===== src/rtl/morse_keyer.sv =====
// Buffered Morse keyer: a small FIFO of (pattern, length, gap) entries keyed out MSB-first,
// one unit per UNIT_CYCLES clocks using a prescaler clock enable.
module morse_keyer #(
  parameter int unsigned PAT_W       = 20,
  parameter int unsigned DEPTH       = 4,
  parameter int unsigned UNIT_CYCLES = 3000000,
  parameter int unsigned LETTER_GAP  = 3,
  parameter int unsigned WORD_GAP    = 7,
  localparam int unsigned LEN_W      = $clog2(PAT_W + 1),
  localparam int unsigned LVL_W      = $clog2(DEPTH + 1)
) (
  input  logic             i_clk,
  input  logic             i_rst_n,
  input  logic [PAT_W-1:0] i_pattern,
  input  logic [LEN_W-1:0] i_len,
  input  logic [1:0]       i_gap,
  input  logic             i_valid,
  output logic             o_ready,
  input  logic             i_abort,
  output logic             o_key,
  output logic             o_busy,
  output logic             o_done,
  output logic [LVL_W-1:0] o_level
);

  localparam int unsigned PTR_W  = $clog2(DEPTH);
  localparam int unsigned MAX_GU = (LETTER_GAP > WORD_GAP) ? LETTER_GAP : WORD_GAP;
  localparam int unsigned MAX_U  = (PAT_W > MAX_GU) ? PAT_W : MAX_GU;
  localparam int unsigned CNT_W  = $clog2(MAX_U + 1);
  localparam int unsigned PRE_W  = $clog2(UNIT_CYCLES);

  typedef enum logic [1:0] {StIdle, StLoad, StSymbol, StGap} state_e;

  // Queue storage and pointers (extra MSB distinguishes full from empty)
  logic [PAT_W-1:0] pat_mem [DEPTH];
  logic [LEN_W-1:0] len_mem [DEPTH];
  logic [1:0]       gap_mem [DEPTH];
  logic [PTR_W:0]   wr_ptr_q, rd_ptr_q;
  logic             empty, full, push, pop;
  logic [LEN_W-1:0] len_clamped;

  assign empty   = (wr_ptr_q == rd_ptr_q);
  assign full    = (wr_ptr_q[PTR_W] != rd_ptr_q[PTR_W]) &&
                   (wr_ptr_q[PTR_W-1:0] == rd_ptr_q[PTR_W-1:0]);
  assign o_ready = !full;
  assign o_level = LVL_W'(wr_ptr_q - rd_ptr_q);
  assign push    = i_valid && !full && !i_abort;
  assign len_clamped = (i_len > LEN_W'(PAT_W)) ? LEN_W'(PAT_W) : i_len;

  always_ff @(posedge i_clk) begin
    if (push) begin
      pat_mem[wr_ptr_q[PTR_W-1:0]] <= i_pattern;
      len_mem[wr_ptr_q[PTR_W-1:0]] <= len_clamped;
      gap_mem[wr_ptr_q[PTR_W-1:0]] <= i_gap;
    end
  end

  always_ff @(posedge i_clk or negedge i_rst_n) begin
    if (!i_rst_n) begin
      wr_ptr_q <= '0;
      rd_ptr_q <= '0;
    end else if (i_abort) begin
      wr_ptr_q <= '0;
      rd_ptr_q <= '0;
    end else begin
      if (push) wr_ptr_q <= wr_ptr_q + 1'b1;
      if (pop)  rd_ptr_q <= rd_ptr_q + 1'b1;
    end
  end

  // Head entry decode, shared by LOAD and the bubble-free chained load
  logic [PAT_W-1:0] head_pat;
  logic [LEN_W-1:0] head_len;
  logic [1:0]       head_gap;
  state_e           ld_state;
  logic [CNT_W-1:0] ld_cnt;

  function automatic logic [CNT_W-1:0] gap_units(input logic [1:0] g);
    if (g == 2'b00)      return '0;
    else if (g == 2'b01) return CNT_W'(LETTER_GAP);
    else                 return CNT_W'(WORD_GAP);
  endfunction

  assign head_pat = pat_mem[rd_ptr_q[PTR_W-1:0]];
  assign head_len = len_mem[rd_ptr_q[PTR_W-1:0]];
  assign head_gap = gap_mem[rd_ptr_q[PTR_W-1:0]];

  always_comb begin
    ld_state = StIdle;
    ld_cnt   = gap_units(head_gap);
    if (head_len != '0) begin
      ld_state = StSymbol;
      ld_cnt   = CNT_W'(head_len);
    end else if (head_gap != 2'b00) begin
      ld_state = StGap;
    end
  end

  // Keyer FSM
  state_e           state_q, state_d;
  logic [PAT_W-1:0] shift_q, shift_d;
  logic [CNT_W-1:0] cnt_q, cnt_d;
  logic [1:0]       gap_q, gap_d;
  logic [PRE_W-1:0] presc_q, presc_d;
  logic             key_q, key_d, done_q, done_d;
  logic             active, tick, end_entry;

  assign active = (state_q == StSymbol) || (state_q == StGap);
  assign tick   = active && (presc_q == PRE_W'(UNIT_CYCLES - 1));

  always_comb begin
    state_d   = state_q;
    shift_d   = shift_q;
    cnt_d     = cnt_q;
    gap_d     = gap_q;
    pop       = 1'b0;
    done_d    = 1'b0;
    end_entry = 1'b0;
    unique case (state_q)
      StIdle: if (!empty) state_d = StLoad;
      StLoad: begin
        pop     = 1'b1;
        shift_d = head_pat;
        gap_d   = head_gap;
        cnt_d   = ld_cnt;
        state_d = ld_state;
        if (ld_state == StIdle) done_d = 1'b1;
      end
      StSymbol: if (tick) begin
        shift_d = shift_q << 1;
        if (cnt_q == CNT_W'(1)) begin
          if (gap_q != 2'b00) begin
            state_d = StGap;
            cnt_d   = gap_units(gap_q);
          end else begin
            end_entry = 1'b1;
          end
        end else begin
          cnt_d = cnt_q - CNT_W'(1);
        end
      end
      StGap: if (tick) begin
        if (cnt_q == CNT_W'(1)) end_entry = 1'b1;
        else                    cnt_d = cnt_q - CNT_W'(1);
      end
      default: state_d = StIdle;
    endcase
    // Zero-length heads are left for the LOAD path so they still get their own done pulse
    if (end_entry) begin
      done_d = 1'b1;
      if (!empty && (ld_state != StIdle)) begin
        pop     = 1'b1;
        shift_d = head_pat;
        gap_d   = head_gap;
        cnt_d   = ld_cnt;
        state_d = ld_state;
      end else begin
        state_d = StIdle;
      end
    end
    if (i_abort) begin
      state_d = StIdle;
      pop     = 1'b0;
      done_d  = 1'b0;
    end
    key_d   = (state_d == StSymbol) && shift_d[PAT_W-1];
    presc_d = (active && !tick && !i_abort) ? presc_q + PRE_W'(1) : '0;
  end

  always_ff @(posedge i_clk or negedge i_rst_n) begin
    if (!i_rst_n) begin
      state_q <= StIdle;
      shift_q <= '0;
      cnt_q   <= '0;
      gap_q   <= '0;
      presc_q <= '0;
      key_q   <= 1'b0;
      done_q  <= 1'b0;
    end else begin
      state_q <= state_d;
      shift_q <= shift_d;
      cnt_q   <= cnt_d;
      gap_q   <= gap_d;
      presc_q <= presc_d;
      key_q   <= key_d;
      done_q  <= done_d;
    end
  end

  assign o_key  = key_q;
  assign o_done = done_q;
  assign o_busy = (state_q != StIdle) || !empty;

endmodule


===== config.mk =====
export PLATFORM = sky130hd
export DESIGN_NAME = morse_keyer
export DESIGN_NICKNAME = d
export VERILOG_FILES = /design/src/rtl/morse_keyer.sv
export SDC_FILE = /design/constraint.sdc
export NUM_CORES = 1
export LEC_CHECK = 0
export ABC_AREA = 1
export ABC_CLOCK_PERIOD_IN_PS = 2700
export CORE_MARGIN = 2
export CORE_UTILIZATION = 50
export CTS_BUF_LIST = sky130_fd_sc_hd__clkbuf_4
export DETAILED_ROUTE_END_ITERATION = 12
export GPL_TIMING_DRIVEN = 0
export HOLD_SLACK_MARGIN = 0.15
export PLACE_DENSITY = 0.74
export SLEW_MARGIN = 20
export SYNTH_ARGS = -nofsm -noshare
export SYNTH_HDL_FRONTEND = slang
export SYNTH_SLANG_ARGS = --single-unit

===== constraint.sdc =====
create_clock -name i_clk -period 2.7 [get_ports i_clk]
set_input_delay 0.675 -clock i_clk [delete_from_list [all_inputs] [get_ports i_clk]]
set_output_delay 0.675 -clock i_clk [all_outputs]
set_load 0.005 [all_outputs]

-- Word level (Yosys, flattened, before mapping)
Memory sizes are Yosys's and may differ from the RTL's.
Index checks and enable logic that the tools add are counted.
- word-level logic and storage cells: 106
- memories: 3
- bits of input ports: 31
- bits in writable memories: 108
- flip-flop bits (word level): 59
- output and inout port bits: 7
- memory list (name ; words ; bits a word ; read ports ; clocked after Yosys merged registers in ; wr ports ; line ; source):
    pat_mem ; 4 ; 20 ; 1 ; 0 ; 1 ; 35 ; logic [PAT_W-1:0] pat_mem [DEPTH];
    len_mem ; 4 ; 5 ; 1 ; 0 ; 1 ; 36 ; logic [LEN_W-1:0] len_mem [DEPTH];
    gap_mem ; 4 ; 2 ; 1 ; 0 ; 1 ; 37 ; logic [1:0] gap_mem [DEPTH];
- equality and inequality tests: 11
- add/subtract/negate cells: 5
- multiplexer cells: 52
- reduce and logical (&&, ||, !) cells: 25
- $lt $le $gt $ge: 1
- operator list (cell ; count):
    $mux 20 ; 3
    $mux 5 ; 9
    $pmux 20 s2 ; 1
    $mux 2 ; 12
    $mux 3 ; 8
    $add 22x1->22 const B ; 1
    $eq 22x22->1 const B ; 1
    $mux 22 ; 1
    $mux 1 ; 15
    $pmux 5 s3 ; 1
    $reduce_bool 2->1 ; 6
    $logic_and 1x1->1 ; 8
    $logic_not 2->1 ; 4
    $add 3x1->3 const B ; 2
    $eq 2x1->1 const B ; 3
    $eq 2x2->1 const B ; 3
    $pmux 2 s3 ; 1
    $eq 5x1->1 const B ; 1
    $gt 5x5->1 const B ; 1
    $reduce_bool 5->1 ; 1
    $sub 5x1->5 const B ; 1
    $logic_not 1->1 ; 4
    $eq 3x3->1 ; 1
    $sub 3x3->3 ; 1
    other kinds (4) ; 5

-- Longest topological paths before layout
Gate-level depths: netlist of the first run.
An unclocked memory read counts as a cell.
- depth in word-level cells: 11
- depth in mapped cells: 15

-- Worst setup path after synthesis of the first run
OpenSTA, ideal clock, no wires.
- path kind: register to register
- start point: reg rd_ptr_q[1]
- end point: mem gap_mem[0][0] (enable)
- path slack: -0.330 ns
- stages on the path, launching flop included: 9
- data arrival time: 2.619 ns
- required time: 2.289 ns
- library setup time: 0.411 ns
- clock period less this slack: 3.030 ns
- cells stage by stage: dfrtp_1 inv_2 clkbuf_1 ha_1 nand3_1 nand2_1 nor2_1 inv_1 nor2_1
- longest elaborated chain between the ends: 7
- RTL lines (element ; line ; source):
    from (decl) ; 38 ; logic [PTR_W:0] wr_ptr_q, rd_ptr_q;
    from (signal assigned) ; 67 ; if (pop) rd_ptr_q <= rd_ptr_q + 1'b1;
    $eq 2x2->1 ; 44 ; (wr_ptr_q[PTR_W-1:0] == rd_ptr_q[PTR_W-1:0]);
    $logic_and 1x1->1 ; 43 ; assign full = (wr_ptr_q[PTR_W] != rd_ptr_q[PTR_W]) &&
    $logic_not 1->1 ; - ;
    via o_ready ; 18 ; output logic o_ready,
    $logic_and 1x1->1 (2 in series) ; 47 ; assign push = i_valid && !full && !i_abort;
    $mux 1 ; 51 ; if (push) begin
    $mux 1 (implied by the code) ; 54 ; gap_mem[wr_ptr_q[PTR_W-1:0]] <= i_gap;
    to (decl) ; 37 ;
The timed path passes the listed nets, and every way through them passes these cells.

-- Worst setup path in the final report of the first run
- start point: reg rd_ptr_q[1]
- end point: out o_ready
- longest elaborated chain between the ends: 3
- RTL lines (element ; line ; source):
    $eq 2x2->1 ; 44 ;
    $logic_and 1x1->1 ; 43 ;
    $logic_not 1->1 ; 45 ; assign o_ready = !full;
    to (decl) ; 18 ;
No other way between the ends.

==> results of run 1 <==
==> sequential cells by signal, indices dropped and copies added (netlist names) <==
name	flops
gap_q	2
pat_mem	80
o_key	1
presc_q	22
len_mem	20
wr_ptr_q	3
o_done	1
shift_q	20
cnt_q	5
rd_ptr_q	3
state_q	2
gap_mem	8
==> path summary, 6_finish.rpt <==
path                       cells after the start  slack [ns]    endpoint
max                                            4        0.09     o_ready
min                                            1        0.47  presc_q[0]
max reg2reg                                    9        0.31  shift_q[6]
min reg2reg                                    1        0.47  presc_q[0]
max in group asynchronous                      3        1.66    cnt_q[2]
min in group asynchronous                      2        0.53  shift_q[2]
==> placed cells by master (no fill, tap or decap), drive strengths merged, types with 2 or more instances in the layout <==
cell / Yosys / final
xor2: 7 / 7
o22ai: 20 / 20
nand3: 45 / 45
nor4: 4 / 4
clkdlybuf4s50: 0 / 33
nor2: 111 / 111
a21oi: 21 / 21
nor3: 16 / 16
bufinv: 0 / 2
dfrtp: 59 / 59
nand2: 179 / 179
edfxtp: 108 / 108
buf: 12 / 29
clkinv: 1 / 6
nand4: 12 / 12
o21ai: 114 / 114
clkbuf: 18 / 33
inv: 77 / 84
o211ai: 2 / 2
ha: 14 / 14
xnor2: 2 / 2
==> metal layers <==
layer | wire length [um] | vias up
li1 | - | 2959
met3 | 760 | 27
met5 | 0 | -
met2 | 8310 | 172
met1 | 7460 | 2825
met4 | 298 | 0
==> where the power goes <==
part	switching, mW	internal [mW]
Combinational	1.37	0.683
Clock	0.928	0.576
Sequential	0.138	2.97
Total	2.44	4.22
==> cell type report <==
class	count	share of cell area
sequential	167	0.519
multi-input combinational	555	0.309
timing repair buffer	53	0.0622
inverter	78	0.0330
tap	211	0.0290
clock inverter	15	0.0184
buffer	28	0.0146
clock buffer	17	0.0140
antenna	1	0.000275
==> timing repair <==
item	4_1_cts	5_1_grt
hold buffers	1	0
pin swaps	0	2
setup buffers	5	5
setup endpoints to repair	80	7
gates resized for setup	18	6
hold endpoints to repair	26	0
==> cell families after synthesis <==
group / synth area share
buffers and inverters: 0.0547
AO/OA/AOI/OAI: 0.109
XOR/XNOR: 0.0100
AND/OR/NAND/NOR: 0.203
adder cells (fa/ha/maj): 0.0248
flip-flops: 0.598
==> metrics by stage <==
stage                     area (um^2)  power [mW]  cells  hold WS (ns)
after detailed placement         8660        5.14   1083         0.454
after floorplan                  7890        4.49    830         0.379
after global placement           8520        5.07   1078         0.453
after CTS                        9040        6.64   1119         0.473
final                            9100        6.66   1125         0.471
after global routing             9100        7.06   1125         0.511
==> worst max-delay path: cells and delay by family (launching register included) <==
kind	cells	cell delay (ns)
adder cells (fa/ha/maj)	1	0.19
buffers and inverters	2	0.57
flip-flops	1	0.49
AND/OR/NAND/NOR	1	0.10
==> run metrics, run 1 <==
CP endpoint kind primary output; pwr/cell area 732 nW/um^2; Worst-Skew Late Latency 0.58 ns; synthesized area 7890 um^2; Initial DRC Count roughly 510; critical path type reg2out; first-pass GRT wire length 27.3 mm; io pins 38; Max Root-Sink Buffers 2; worst-margin pin slew 0.602 ns; mean post-synth cell area 9.50 um^2; utilization after layout 0.594; Worst Setup Slack, final 0.0906 ns; Final Max Tran Viols 0; syn_nets 876; top achievable clock speed 383 MHz; global routing's busiest layer met2; RSZ-0062 raised after global routing false; max_cap viols 0; final worst path period need 2.61 ns; worst slew slack as a fraction of its limit 0.599; Req. time, crit path 2.03 ns; P_leak 3.61 nW; M3 GR Usage 0.0442; core box area ~15000 um^2; main area contributors after synthesis edfxtp_1 41%, dfrtp_1 19%, nand2_1 8.1%, o21ai_0 6.3%, nor2_1 4.9%; Post-route DRC 0; met2 usage 0.346; Critical Path Start rd_ptr_q[1]; dominant synthesized flop cell edfxtp_1; crit path launch type flip-flop; Synth top cells by count 171 x nand2_1, 108 x edfxtp_1, 103 x nor2_1; vias in the first global route 5764; worst-path maximum fanout 3; Vias 5983; area used by multi-input combinational logic 2820 um^2; Area Growth Syn to Fin 15.3%; fin crit share 0.966; clock-pin slew on the worst setup and hold paths 0.15 ns; status finished, final reports clean; Synth warnings 0; CTS tree done; largest net degree at the start of global routing 34; post-route antenna net violation count 0; DR WL/cell 15.0 um; Root Driver clkbuf_4; Hold Fails Final Rpt 0; 1st-pass router iterations 5; number of synthesized register bits 167; H-tree Lvls 4; Num Clock Sinks 167; fraction of layout cells with a size suffix above 1 0.113; die area 16800 um^2; vias per cell 5.32; Synth Instances 830; Final setup viols 0; fill cell count 1302; gr usage total 0.209; gp weighted congestion 0.887; hold wc startpoint presc_q[0]; number of distinct library cells after synthesis 39; post-synth top area share 0.411; initial antenna violation count 1; met1 Resource Use GR 0.276; die height 130 um; Worst IR Drop VDD about 0.66 mV; Total Wirelength 16.8 mm; worst slack, placed -0.281 ns; Slowest cell on crit path clkdlybuf4s50_1; starting density of the core 0.515; number of synthesized flops with an enable pin 108; Inserted Clock Buffers 17; Critical Path AT 1.93 ns; worst reg2reg path startpoint rd_ptr_q[0]; setup TNS 0 ns; Synth area leader edfxtp_1; total congestion overflow 0; worst hold path class reg2reg; row count 45; Final Skew ~0.029 ns; layout net count about 950; Die X 130 um; top-count cell post-synth nand2_1; Seq/Total Area, Yosys 0.598; Register Area between 4000 and 5000 um^2; # port buffers 37; Async S/R FF share, synth 0.353; CP Cell Sequence inv_8 -> ha_4 -> nand3_2 -> clkdlybuf4s50_1; HPWL after DPL roughly 12 mm; Worst path max stage delay about 0.50 ns
(Power assumes the default switching activity.)
==> run 2, diff against run 1 <==
SLEW_MARGIN = unset   (was 20)
==> run metrics, run 2 (synthesis gave the netlist of run 1 again) <==
status finished, final reports clean; pwr/cell area 719 nW/um^2 (-1.8%); final worst path period need 2.65 ns (+0.0415 ns); CTS tree done; DR WL/cell 15.0 um (about the same); Critical Path AT 1.98 ns (+0.05 ns); Final Skew 0.0303 ns (+0.00174 ns); # port buffers 37 (unchanged); Worst-Skew Late Latency 0.58 ns (about the same); fin crit share 0.982 (+0.0154); max_cap viols 0 (unchanged); crit path launch type flip-flop; gp weighted congestion 0.887 (unchanged); most common cell after layout, fill and taps aside nand2_1; Final Max Tran Viols 0 (unchanged); CP endpoint kind primary output; critical path type reg2out; Initial DRC Count 475 (-6.7%); total congestion overflow 0 (unchanged); Hold Fails Final Rpt 0 (unchanged); reg2reg setup slack 0.19 ns (-0.12 ns); gr usage total 0.211 (+0.00214); starting density of the core 0.515 (unchanged); first-pass GRT wire length 27.2 mm (-0.53%); io pins 38 (unchanged); worst hold path class reg2reg; 1st-pass router iterations 5 (unchanged); Root Driver clkbuf_4; Total Wirelength 16.8 mm (-0.43%); die height 130 um (unchanged); worst-path maximum fanout 3 (unchanged); vias per cell 5.31 (-0.11%); Worst IR Drop VDD 0.491 mV (-25%); layout net count 941 (-0.53%); Num Clock Sinks 167 (unchanged); P_leak 3.54 nW (-1.9%); H-tree Lvls 4 (unchanged); HPWL after DPL 11.1 mm (-3.4%); top achievable clock speed 377 MHz (-1.6%); clock-pin slew on the worst setup and hold paths 0.15 ns (about the same); RSZ-0062 raised after global routing true; post-route antenna net violation count 0 (unchanged); fraction of layout cells with a size suffix above 1 0.108 (-0.00489); final instance area 8940 um^2 (-1.7%); core box area 15300 um^2 (unchanged); worst slew slack as a fraction of its limit 0.334 (-0.264); Max Root-Sink Buffers 2 (unchanged); die area 16800 um^2 (unchanged); Placement Cell Area 8590 um^2 (-0.90%); Slowest cell on crit path dfrtp_2; total power 6.43 mW (-3.5%); Vias 5950 (-0.55%); Final setup viols 0 (unchanged); Area Growth Syn to Fin 13.4%; row count 45 (unchanged); Worst path max stage delay 0.46 ns (-0.04 ns); Post-route DRC 0 (unchanged); max reg flops 80 (unchanged); worst-margin pin slew 0.996 ns (+0.394 ns); CP Cell Sequence inv_8 -> ha_1 -> nand2_1 -> nor2_4 -> nand2_2 -> dlygate4sd2_1; initial antenna violation count 1 (unchanged); Req. time, crit path 2.03 ns (about the same); most frequent cells in the layout 170 x nand2_1, 108 x edfxtp_1, 100 x o21ai_0; Inserted Clock Buffers 17 (unchanged); Die X 130 um (unchanged); largest net degree at the start of global routing 34 (unchanged); vias in the first global route 5646 (-2.0%)
==> run 2: cell types whose count changed in the layout (fill, tap and decap cells not counted), moves of 2 or more <==
cell,before,now
inv_6,3,6
clkinv_2,0,2
buf_16,2,0
buf_4,10,7
clkinvlp_4,1,3
bufinv_16,2,0
ha_1,11,13
clkinv_4,2,0
inv_8,5,3
==> run 2: layout make-up <==
class	count	area, um^2
Fill cell	1330	6370
Sequential cell	167	4720
Multi-Input combinational cell	555	2800
Timing Repair Buffer	48	475
Inverter	78	300
Tap cell	211	264
Buffer	28	133
Clock buffer	17	128
Clock inverter	15	115
Antenna cell	1	2.50
==> run 2: power by group <==
| group | internal (mW) | total [mW] | switching [mW] |
|---|---|---|---|
| Combinational | 0.661 | 2.03 | 1.37 |
| Sequential | 2.97 | 3.10 | 0.135 |
| Clock | 0.382 | 1.30 | 0.917 |
| Total | 4.01 | 6.43 | 2.42 |
==> run 2: timing repair <==
action	in CTS	in global routing
gates resized for setup	17	8
hold endpoints to repair	26	0
buffers inserted	6	2
setup endpoints to repair	85	13
pin swaps	0	1
hold buffers	1	0
==> run 2: per-stage QoR <==
stage | utilization | TNS, ns | setup WS [ns] | instances | hold WS [ns]
after floorplan | - | -26.70 | -0.330 | 830 | 0.379
after global routing | 0.584 | -0.0475 | -0.0428 | 1120 | 0.513
after global placement | 0.557 | -216.80 | -1.73 | 1078 | 0.453
final | 0.584 | 0 | 0.0491 | 1120 | 0.473
after CTS | 0.582 | 0 | 0.0000806 | 1117 | 0.473
after detailed placement | 0.561 | -38.73 | -0.485 | 1080 | 0.454
==> run 2: worst paths after layout <==
kind | from | end | depth (start not counted)
max reg2reg | wr_ptr_q[1] | pat_mem[0][6] | 6
min | presc_q[0] | presc_q[0] | 1
min reg2reg | presc_q[0] | presc_q[0] | 1
min in group asynchronous | i_rst_n | presc_q[7] | 2
max | rd_ptr_q[1] | o_busy | 6
max in group asynchronous | i_rst_n | presc_q[17] | 3
==> run 2: worst max-delay path, delay by kind of cell (launching register included) <==
| kind | cells | cell delay, ns |
|---|---|---|
| flip-flops | 1 | 0.46 |
| AND/OR/NAND/NOR | 3 | 0.33 |
| buffers and inverters | 2 | 0.30 |
| adder cells (fa/ha/maj) | 1 | 0.30 |
==> run 2: per-layer routing <==
metal	up-vias	part of all wire	GRT usage
li1	2945	-	-
met2	140	0.50	0.352
met5	-	0	0
met4	0	0.020	0.0803
met1	2841	0.44	0.270
met3	24	0.042	0.0495
==> edit: new RTL, config.mk and constraints of run 2 <==
The 4 states of `state_e` get a Gray code encoding in 2 bits.
--- a/src/rtl/morse_keyer.sv
+++ b/src/rtl/morse_keyer.sv
@@ -29,7 +29,7 @@
   localparam int unsigned CNT_W  = $clog2(MAX_U + 1);
   localparam int unsigned PRE_W  = $clog2(UNIT_CYCLES);
 
-  typedef enum logic [1:0] {StIdle, StLoad, StSymbol, StGap} state_e;
+  typedef enum logic [1:0] {StIdle = 2'b00, StLoad = 2'b01, StSymbol = 2'b11, StGap = 2'b10} state_e;
 
   // Queue storage and pointers (extra MSB distinguishes full from empty)
   logic [PAT_W-1:0] pat_mem [DEPTH];
Function: same outputs for any inputs over 10 cycles, from zero or initial values and one cycle with i_rst_n low; not proved beyond that.
==> edit against run 2 <==
Sequential cell count is the same. Wire length is 3.6% lower. Power up 4.2%. Worst setup slack better by 0.051 ns. Clock power rose by 13%. Sequential share of layout area rose by 1.1 points. Die area down 2.3%. Cell area fell by 1.9%. Combinational power rose by 3%. Maximum frequency grew 2.0%. Synthesized area decreased by 2.4%. Largest cell class unchanged. Largest power group unchanged. Cell count shrank 8.5%. First-iteration DRC count fell by 20%.
==> edit: results <==
run_status:
  outcome: "finished, final reports clean"
setup_path:
  critPathMaxStageDelay_ns: 0.51
  critPathTopFamily: "adder cells"
  r2r_start: "wr_ptr_q[1]"
  slowest_stage: "fa_2"
  cp_max_fo: 2
  startpoint: "rd_ptr_q[0]"
  cp.arrival_ns: 1.93
route:
  num_vias: 5500
  first_pass_iters: 5
  met3WireLength_um: 795
  drtIter0Drc: 380
  wl_per_cell_um: 15.8
  top_layer_used: "met4"
  dr_wl_met2_um: 8130
  wl_met1_um: 7030
grt:
  first_global_vias: 5364
  track_usage_pct: 20.6
  grt_pass1_wl_um: 26400
  grt_max_degree: 32
  grt_antenna_before_repair: 1
layout:
  fin_cells: 1025
  fillers: 1257
  drive_gt1_share_pct: 13.2
  nNetsFinal: 865
sta:
  fin_skew_ns: 0.0295
  slew_headroom_pct: 38.0
placed_design:
  dp.cells: 984
  dp_hpwl_um: 10800
  port_buffers: 37
  gp_congestion: 0.867
  pre_cts_ws_ns: -0.568
  dpl_cell_area_sq_um: 8350
clock_network:
  cts_buffers: 17
pwr:
  ir_worst_vdd_uv: 737
  pg_comb_uw: 2090
  p_seq_uw: 3140
  intPower_uw: 4260
  power_frac_seq_pct: 46.9
  power_leakage_uw: 0.00345
logic_synthesis:
  synth_top_cells_by_count: "nand2_1, edfxtp_1, nor2_1, o21ai_0, dfrtp_1"
  yosysSeqAreaShare_pct: 61.3
  synth.distinct_cells: 45
  avgSynthCellArea_sq_um: 10.2
  ys_async_sr_fraction_pct: 35.3
  synth_edf_count: 108
  yosys-top-cells-area: "edfxtp_1, dfrtp_1, nand2_1"
  synth_fp_nets: 800
min_path:
  hold_class: "in -> async"
edit: cell types whose count changed after synthesis, sizes merged, moves of 6 or more:
cell	before	now
inv	77	59
a21oi	21	11
nand2	179	161
a22oi	0	17
o21ai	114	77
nand3	45	51
edit: final cells by class:
| type | instances | area (sq um) | area share, % |
|---|---|---|---|
| flip-flops and latches | 167 | 4720 | 53.9 |
| multi-input cells | 503 | 2660 | 30.3 |
| repair buffers | 47 | 463 | 5.28 |
| inverters | 63 | 253 | 2.88 |
| well taps | 188 | 235 | 2.68 |
| clock inverters | 15 | 161 | 1.84 |
| plain buffers | 24 | 149 | 1.70 |
| clock buffers | 17 | 128 | 1.46 |
| diodes | 1 | 2.50 | 0.0285 |
edit: routing by layer:
layer  track usage (%)  up-vias
li1                  -     2730
met1              26.6     2608
met2              35.9      150
met3              4.09       12
met4              5.30        0
met5                 0        -
edit: logic make-up (layout without fill, tap and decap cells):
kind of cell | after synthesis | count (layout) | synth area share, %
flip-flops | 167 | 167 | 61.3
buffers and inverters | 88 | 166 | 5.10
adder cells (fa/ha/maj) | 11 | 11 | 1.89
other | 0 | 1 | 0
AND/OR/NAND/NOR | 352 | 352 | 20.5
AO/OA/AOI/OAI | 131 | 131 | 10.2
XOR/XNOR | 9 | 9 | 1.02
edit: path summary, 6_finish.rpt:
path,to,slack [ns],cells past startpoint
worst max-delay path,o_level[1],0.1,4
worst min-delay path,wr_ptr_q[0],0.15,1
worst max register to register,pat_mem[0][7],0.18,7
worst min register to register,presc_q[0],0.48,1
max in group asynchronous,shift_q[9],1.92,2
min in group i_clk,presc_q[0],0.48,1
edit: what timing repair did:
item,CTS,global route
pin swaps,1,0
setup buffers,8,1
setup endpoints to repair,113,1
resized for setup,18,2
